<file path="src/rtl/parts_pkg.sv">
// Shared types for blocks that use the push/pop stack discipline.
package parts_pkg;

    typedef enum logic [1:0] {
        STK_NONE,
        STK_PUSH,
        STK_POP,
        STK_REPL
    } stack_op_t;

    // Both strobes together replace the top entry instead of cancelling out.
    function automatic stack_op_t decode_stack_op(input logic push, input logic pop);
        stack_op_t op;
        case ({push, pop})
            2'b10:   op = STK_PUSH;
            2'b01:   op = STK_POP;
            2'b11:   op = STK_REPL;
            default: op = STK_NONE;
        endcase
        return op;
    endfunction

endpackage

</file>
<file path="src/rtl/stack_ctrl.sv">
// Stack pointer, entry count and error flag for a descending LIFO.
// The stack pointer always names the next free slot, so the top entry lives at sp+1.
// Storage is not kept here: this block only tells the array which slot to write.
module stack_ctrl
    import parts_pkg::*;
#(
    parameter int DEPTH = 16,
    parameter bit WRAP  = 1'b1,
    localparam int AW   = $clog2(DEPTH)
) (
    input  logic          clk,
    input  logic          reset,
    input  logic          push,
    input  logic          pop,
    input  logic          clear_err,
    output logic [AW-1:0] sp,
    output logic [AW:0]   count,
    output logic          empty,
    output logic          full,
    output logic          err,
    output logic          stk_we,
    output logic [AW-1:0] stk_idx
);

    localparam logic [AW:0] FULL_CNT = (AW+1)'(DEPTH);

    stack_op_t     op;
    logic [AW-1:0] sp_q, sp_d, sp_inc, sp_dec;
    logic [AW:0]   cnt_q, cnt_d;
    logic          err_q, err_d;
    logic          do_push;
    logic          ovf, unf;

    assign op      = decode_stack_op(push, pop);
    assign sp_inc  = sp_q + 1'b1;
    assign sp_dec  = sp_q - 1'b1;
    assign empty   = (cnt_q == '0);
    assign full    = (cnt_q == FULL_CNT);
    // A replace on an empty stack has no top to overwrite, so it becomes a push.
    assign do_push = (op == STK_PUSH) || ((op == STK_REPL) && empty);

    // Next pointer/count, array write request, and overflow/underflow detection.
    always_comb begin
        sp_d    = sp_q;
        cnt_d   = cnt_q;
        stk_we  = 1'b0;
        stk_idx = sp_q;
        ovf     = 1'b0;
        unf     = 1'b0;
        if (do_push) begin
            if (full) begin
                ovf = 1'b1;
                if (WRAP) begin
                    // Oldest entry gets overwritten; count already at its ceiling.
                    stk_we = 1'b1;
                    sp_d   = sp_dec;
                end
            end else begin
                stk_we = 1'b1;
                sp_d   = sp_dec;
                cnt_d  = cnt_q + 1'b1;
            end
        end else if (op == STK_POP) begin
            if (empty) begin
                unf = 1'b1;
                if (WRAP) begin
                    sp_d = sp_inc;
                end
            end else begin
                sp_d  = sp_inc;
                cnt_d = cnt_q - 1'b1;
            end
        end else if (op == STK_REPL) begin
            stk_we  = 1'b1;
            stk_idx = sp_inc;
        end
        // A fresh error outranks a clear request in the same cycle.
        if (ovf || unf) begin
            err_d = 1'b1;
        end else if (clear_err) begin
            err_d = 1'b0;
        end else begin
            err_d = err_q;
        end
    end

    // Stack state registers; reset leaves an empty stack with sp at the top slot.
    always_ff @(posedge clk or posedge reset) begin
        if (reset) begin
            sp_q  <= AW'(DEPTH - 1);
            cnt_q <= '0;
            err_q <= 1'b0;
        end else begin
            sp_q  <= sp_d;
            cnt_q <= cnt_d;
            err_q <= err_d;
        end
    end

    assign sp    = sp_q;
    assign count = cnt_q;
    assign err   = err_q;

endmodule

</file>
<file path="src/rtl/regstack.sv">
// Flop-based register file with two combinational read ports, one indexed write
// port, and a LIFO stack sharing the same array. Stack writes win over the
// indexed port when both hit the same entry.
module regstack
    import parts_pkg::*;
#(
    parameter int WIDTH  = 8,
    parameter int DEPTH  = 16,
    parameter bit BYPASS = 1'b1,
    parameter bit WRAP   = 1'b1,
    localparam int AW    = $clog2(DEPTH)
) (
    input  logic             clk,
    input  logic             reset,
    input  logic             we,
    input  logic [AW-1:0]    waddr,
    input  logic [WIDTH-1:0] wdata,
    input  logic [AW-1:0]    raddr_a,
    input  logic [AW-1:0]    raddr_b,
    output logic [WIDTH-1:0] rdata_a,
    output logic [WIDTH-1:0] rdata_b,
    input  logic             push,
    input  logic             pop,
    input  logic [WIDTH-1:0] push_data,
    output logic [WIDTH-1:0] top_data,
    output logic [AW-1:0]    sp,
    output logic [AW:0]      count,
    output logic             empty,
    output logic             full,
    output logic             err,
    input  logic             clear_err
);

    logic [WIDTH-1:0] mem [DEPTH];
    logic             stk_we;
    logic [AW-1:0]    stk_idx;
    logic [AW-1:0]    top_idx;

    stack_ctrl #(
        .DEPTH (DEPTH),
        .WRAP  (WRAP)
    ) u_stack_ctrl (
        .clk       (clk),
        .reset     (reset),
        .push      (push),
        .pop       (pop),
        .clear_err (clear_err),
        .sp        (sp),
        .count     (count),
        .empty     (empty),
        .full      (full),
        .err       (err),
        .stk_we    (stk_we),
        .stk_idx   (stk_idx)
    );

    // Array update: stack write takes priority over the indexed write port.
    always_ff @(posedge clk or posedge reset) begin
        if (reset) begin
            for (int i = 0; i < DEPTH; i++) begin
                mem[i] <= '0;
            end
        end else begin
            for (int i = 0; i < DEPTH; i++) begin
                if (stk_we && (stk_idx == AW'(i))) begin
                    mem[i] <= push_data;
                end else if (we && (waddr == AW'(i))) begin
                    mem[i] <= wdata;
                end
            end
        end
    end

    // Read ports, with optional same-cycle forwarding of the indexed write data.
    always_comb begin
        rdata_a = mem[raddr_a];
        rdata_b = mem[raddr_b];
        if (BYPASS && we && (waddr == raddr_a)) begin
            rdata_a = wdata;
        end
        if (BYPASS && we && (waddr == raddr_b)) begin
            rdata_b = wdata;
        end
    end

    // Top of stack sits one above the free slot, wrapping at the array end.
    assign top_idx  = sp + 1'b1;
    assign top_data = mem[top_idx];

endmodule
</file>
<file path="config.mk">
export PLATFORM = sky130hd
export DESIGN_NAME = regstack
export DESIGN_NICKNAME = d
export VERILOG_FILES = /design/src/rtl/parts_pkg.sv /design/src/rtl/stack_ctrl.sv /design/src/rtl/regstack.sv
export SDC_FILE = /design/constraint.sdc
export NUM_CORES = 1
export LEC_CHECK = 0
export ABC_AREA = 1
export CORE_MARGIN = 2
export CORE_UTILIZATION = 62
export DETAILED_ROUTE_END_ITERATION = 7
export PLACE_DENSITY_LB_ADDON = 0.25
export RECOVER_POWER = 25
export SLEW_MARGIN = 20
export SYNTH_ARGS = -nofsm -noshare
export SYNTH_HDL_FRONTEND = slang
export SYNTH_SLANG_ARGS = --single-unit
</file>
<file path="constraint.sdc">
create_clock -name clk -period 12.93 [get_ports clk]
set_input_delay 2.586 -clock clk [delete_from_list [all_inputs] [get_ports clk]]
set_output_delay 2.586 -clock clk [all_outputs]
set_load 0.1 [all_outputs]
</file>
==> out/metrics.csv <==
stage,metric,value,unit
route,via/cell ratio,6.794,
yosys,"Seq/Total Area, Yosys",29.97,%
power_and_ir_drop,total power,3504,uW
clocking,Resized cells post-CTS,0,
cells_and_area,fillers,1561,
route,via count,13340,
floorplanning,die footprint,19720,sq um
floorplanning,I/O pins,70,
route,Routed WL per cell,21.50,microns
yosys,yosys warns,0,
route,first-iteration detailed-routing DRC count,2512,
power_and_ir_drop,leakage power,0.005609,uW
route,routed wire length,42230,microns
sta,final count of hold timing violations,0,
yosys,cell taking the most area after synthesis,dfrtp_1,
sta,RSZ-0062 raised after global routing,no,
clocking,CTS buffer count,17,
setup_path,crit-path max FO,107,
status,outcome,"complete, but fails checks",
power_and_ir_drop,power density over the cells,281.3,nW/um^2
sta,Tmin final,9319,ps
clocking,post-CTS setup repair buffer count,0,
grt,pin count of the biggest net entering global routing,115,
grt,vias in the first global route,11950,
setup_path,Critical Path Start Type,primary input,
yosys,Synth Area per Inst,6.497,sq um
clocking,Root Driver,clkbuf_16,
setup_path,Critical Path AT,6730,ps
yosys,Synth Net Count,1813,
clocking,clk_lat worst skew,430,ps
cells_and_area,NumNets Final,1757,
yosys,Synth top area share,29.06,%
status,failing checks,"capacitance limit, slew limit",
clocking,Sink Count,138,
yosys,mapped cell area,11540,sq um
setup_path,WS Path Type,in -> out,
route,Initial DRT Pass Iterations,7,
clocking,# hold bufs at CTS,0,
floorplanning,Die X,140.4,microns
floorplanning,Core Rows,49,
floorplanning,Die Span Y,140.4,microns
grt,first-pass GRT wire length,65970,microns
clocking,H-Tree Depth,4,
sta,crit share post-route,72.08,%
sta,measured slew at the worst slew-check pin,4151,ps
sta,setup TNS,0,ps
grt,Global Route Usage Sum,42.75,%
clocking,TritonCTS clock tree,done,
power_and_ir_drop,"IR drop worst, VDD",0.0003355,V
cells_and_area,share of cells above drive strength 1,5.713,%
sta,endpoints failing setup,0,
sta,Worst slew margin,-178.2,%
route,residual DRC count,0,
grt,GRT Residual Overflow,0,
clocking,Worst-path clk slew,60,ps
yosys,Netlist cell types,35,
sta,Final Max Slew Viols,90,
cells_and_area,area delta synth->final,7.970,%
placed_design,gpl congestion,1.040,
yosys,cell count after synthesis,1776,
min_path,worst min path class,reg -> reg,
floorplanning,Initial Util,63.80,%
placed_design,IO buf count,69,
sta,WHS,509.9,ps
job,max-cap viol count,1,
sta,top achievable clock speed,0.1073,GHz
yosys,top post-synthesis cells by area,"dfrtp_1 (29%), nand3_1 (22%), nand2_1 (8.5%), o21ai_0 (8.1%), a21oi_1 (5.9%)",
setup_path,"Req. time, crit path",10340,ps
floorplanning,core area,18090,sq um
grt,antenna violations before repair,1,
setup_path,CP endpoint kind,output port,
route,DRT antenna net count,0,
sta,clk_skew,8.166,ps
clocking,deepest clock path buffer count,2,
placed_design,Post-DP HPWL,27390,microns
yosys,#FFs+latches synth,138,
[sequential cells by signal, indices dropped and copies added (netlist names)]
register and cells:
mem 128, u_stack_ctrl.count 5, u_stack_ctrl.err 1, u_stack_ctrl.sp 4
[logic make-up after synthesis]
| kind of cell | synth area share [%] |
|---|---|
| AOI/OAI and AO/OA | 19.05 |
| xor gates and xnor gates | 0.6181 |
| adders and majority gates | 0.3253 |
| buffers and inverters | 9.933 |
| DFF | 29.97 |
| and+or+nand+nor | 40.10 |
[worst paths after layout]
kind,startpoint,to,slack (ps),depth (start not counted)
max,raddr_b[0],rdata_b[6],3610,7
min,mem[98],mem[98],510,2
max reg2reg,u_stack_ctrl.sp[0],mem[73],9130,8
min reg2reg,mem[98],mem[98],510,2
max in group asynchronous,reset,mem[8],7120,3
min in group asynchronous,reset,mem[80],3820,2
[per-layer routing]
layer / wire [microns] / GRT usage (%)
met4: 2704 / 24.77
met1: 15500 / 56.69
met3: 5434 / 8.684
met5: 0 / 0
met2: 18590 / 65.14
[power breakdown]
part | internal (uW) | total, uW | switching [uW]
registers | 637 | 871 | 234
clock network | 296 | 509 | 213
logic | 554 | 2120 | 1570
total | 1490 | 3500 | 2020
[synth_stat cells (all sizes together)]
cell type	count
a211oi	1
a21oi	137
a221oi	1
buf	58
clkbuf	100
clkinv	10
dfrtp	134
dfstp	4
ha	3
inv	96
nand2	282
nand3	515
nand3b	2
nand4	7
nor2	159
nor3	4
o211a	1
o211ai	59
o21ai	191
o221ai	2
o22ai	4
xnor2	1
xor2	5
[metrics by stage]
stage | area [sq um] | instances | setup WS, ps | util [%]
finish | 12460 | 1964 | 3611 | 68.88
global route | 12450 | 1962 | 3469 | 68.86
CTS | 12460 | 1962 | 3863 | 68.88
detailed placement | 11860 | 1930 | 3865 | 65.58
global placement | 11860 | 1930 | 3981 | 65.58
floorplan | 11540 | 1776 | 4662 | -
[worst max-delay path, cell delays in order]
cell and delay [ps]:
buf_2 80, buf_4 710, inv_1 590, a211oi_1 360
nand4_1 640, o21ai_0 510, clkdlybuf4s50_1 1210
[cell type report]
class                           instances  area, sq um  share of cell area (%)
Antenna cell                            2        5.005                 0.04017
Clock buffer                           19        452.9                   3.636
Sequential cell                       138         3458                   27.76
Timing Repair Buffer                   83        775.7                   6.227
Tap cell                              229        286.5                   2.300
Multi-Input combinational cell       1374         6934                   55.66
Inverter                              106        401.6                   3.224
Clock inverter                         13        143.9                   1.155
[layout by cell type, fill, tap and decap left out, types with 4 or more instances in the layout]
master / count
nand2_4: 17
dfrtp_1: 134
nand4_1: 7
clkbuf_16: 17
buf_2: 4
xor2_1: 5
o211ai_1: 59
o21ai_4: 4
clkinv_1: 10
a21oi_1: 137
nand2_1: 261
inv_1: 91
nor3_1: 4
buf_4: 14
clkdlybuf4s50_1: 64
o22ai_1: 4
clkinv_4: 5
o21ai_0: 187
nor2_1: 149
dfstp_2: 4
nor2_8: 8
nand3_1: 511
nand2_2: 4
(Power assumes the default switching activity.)
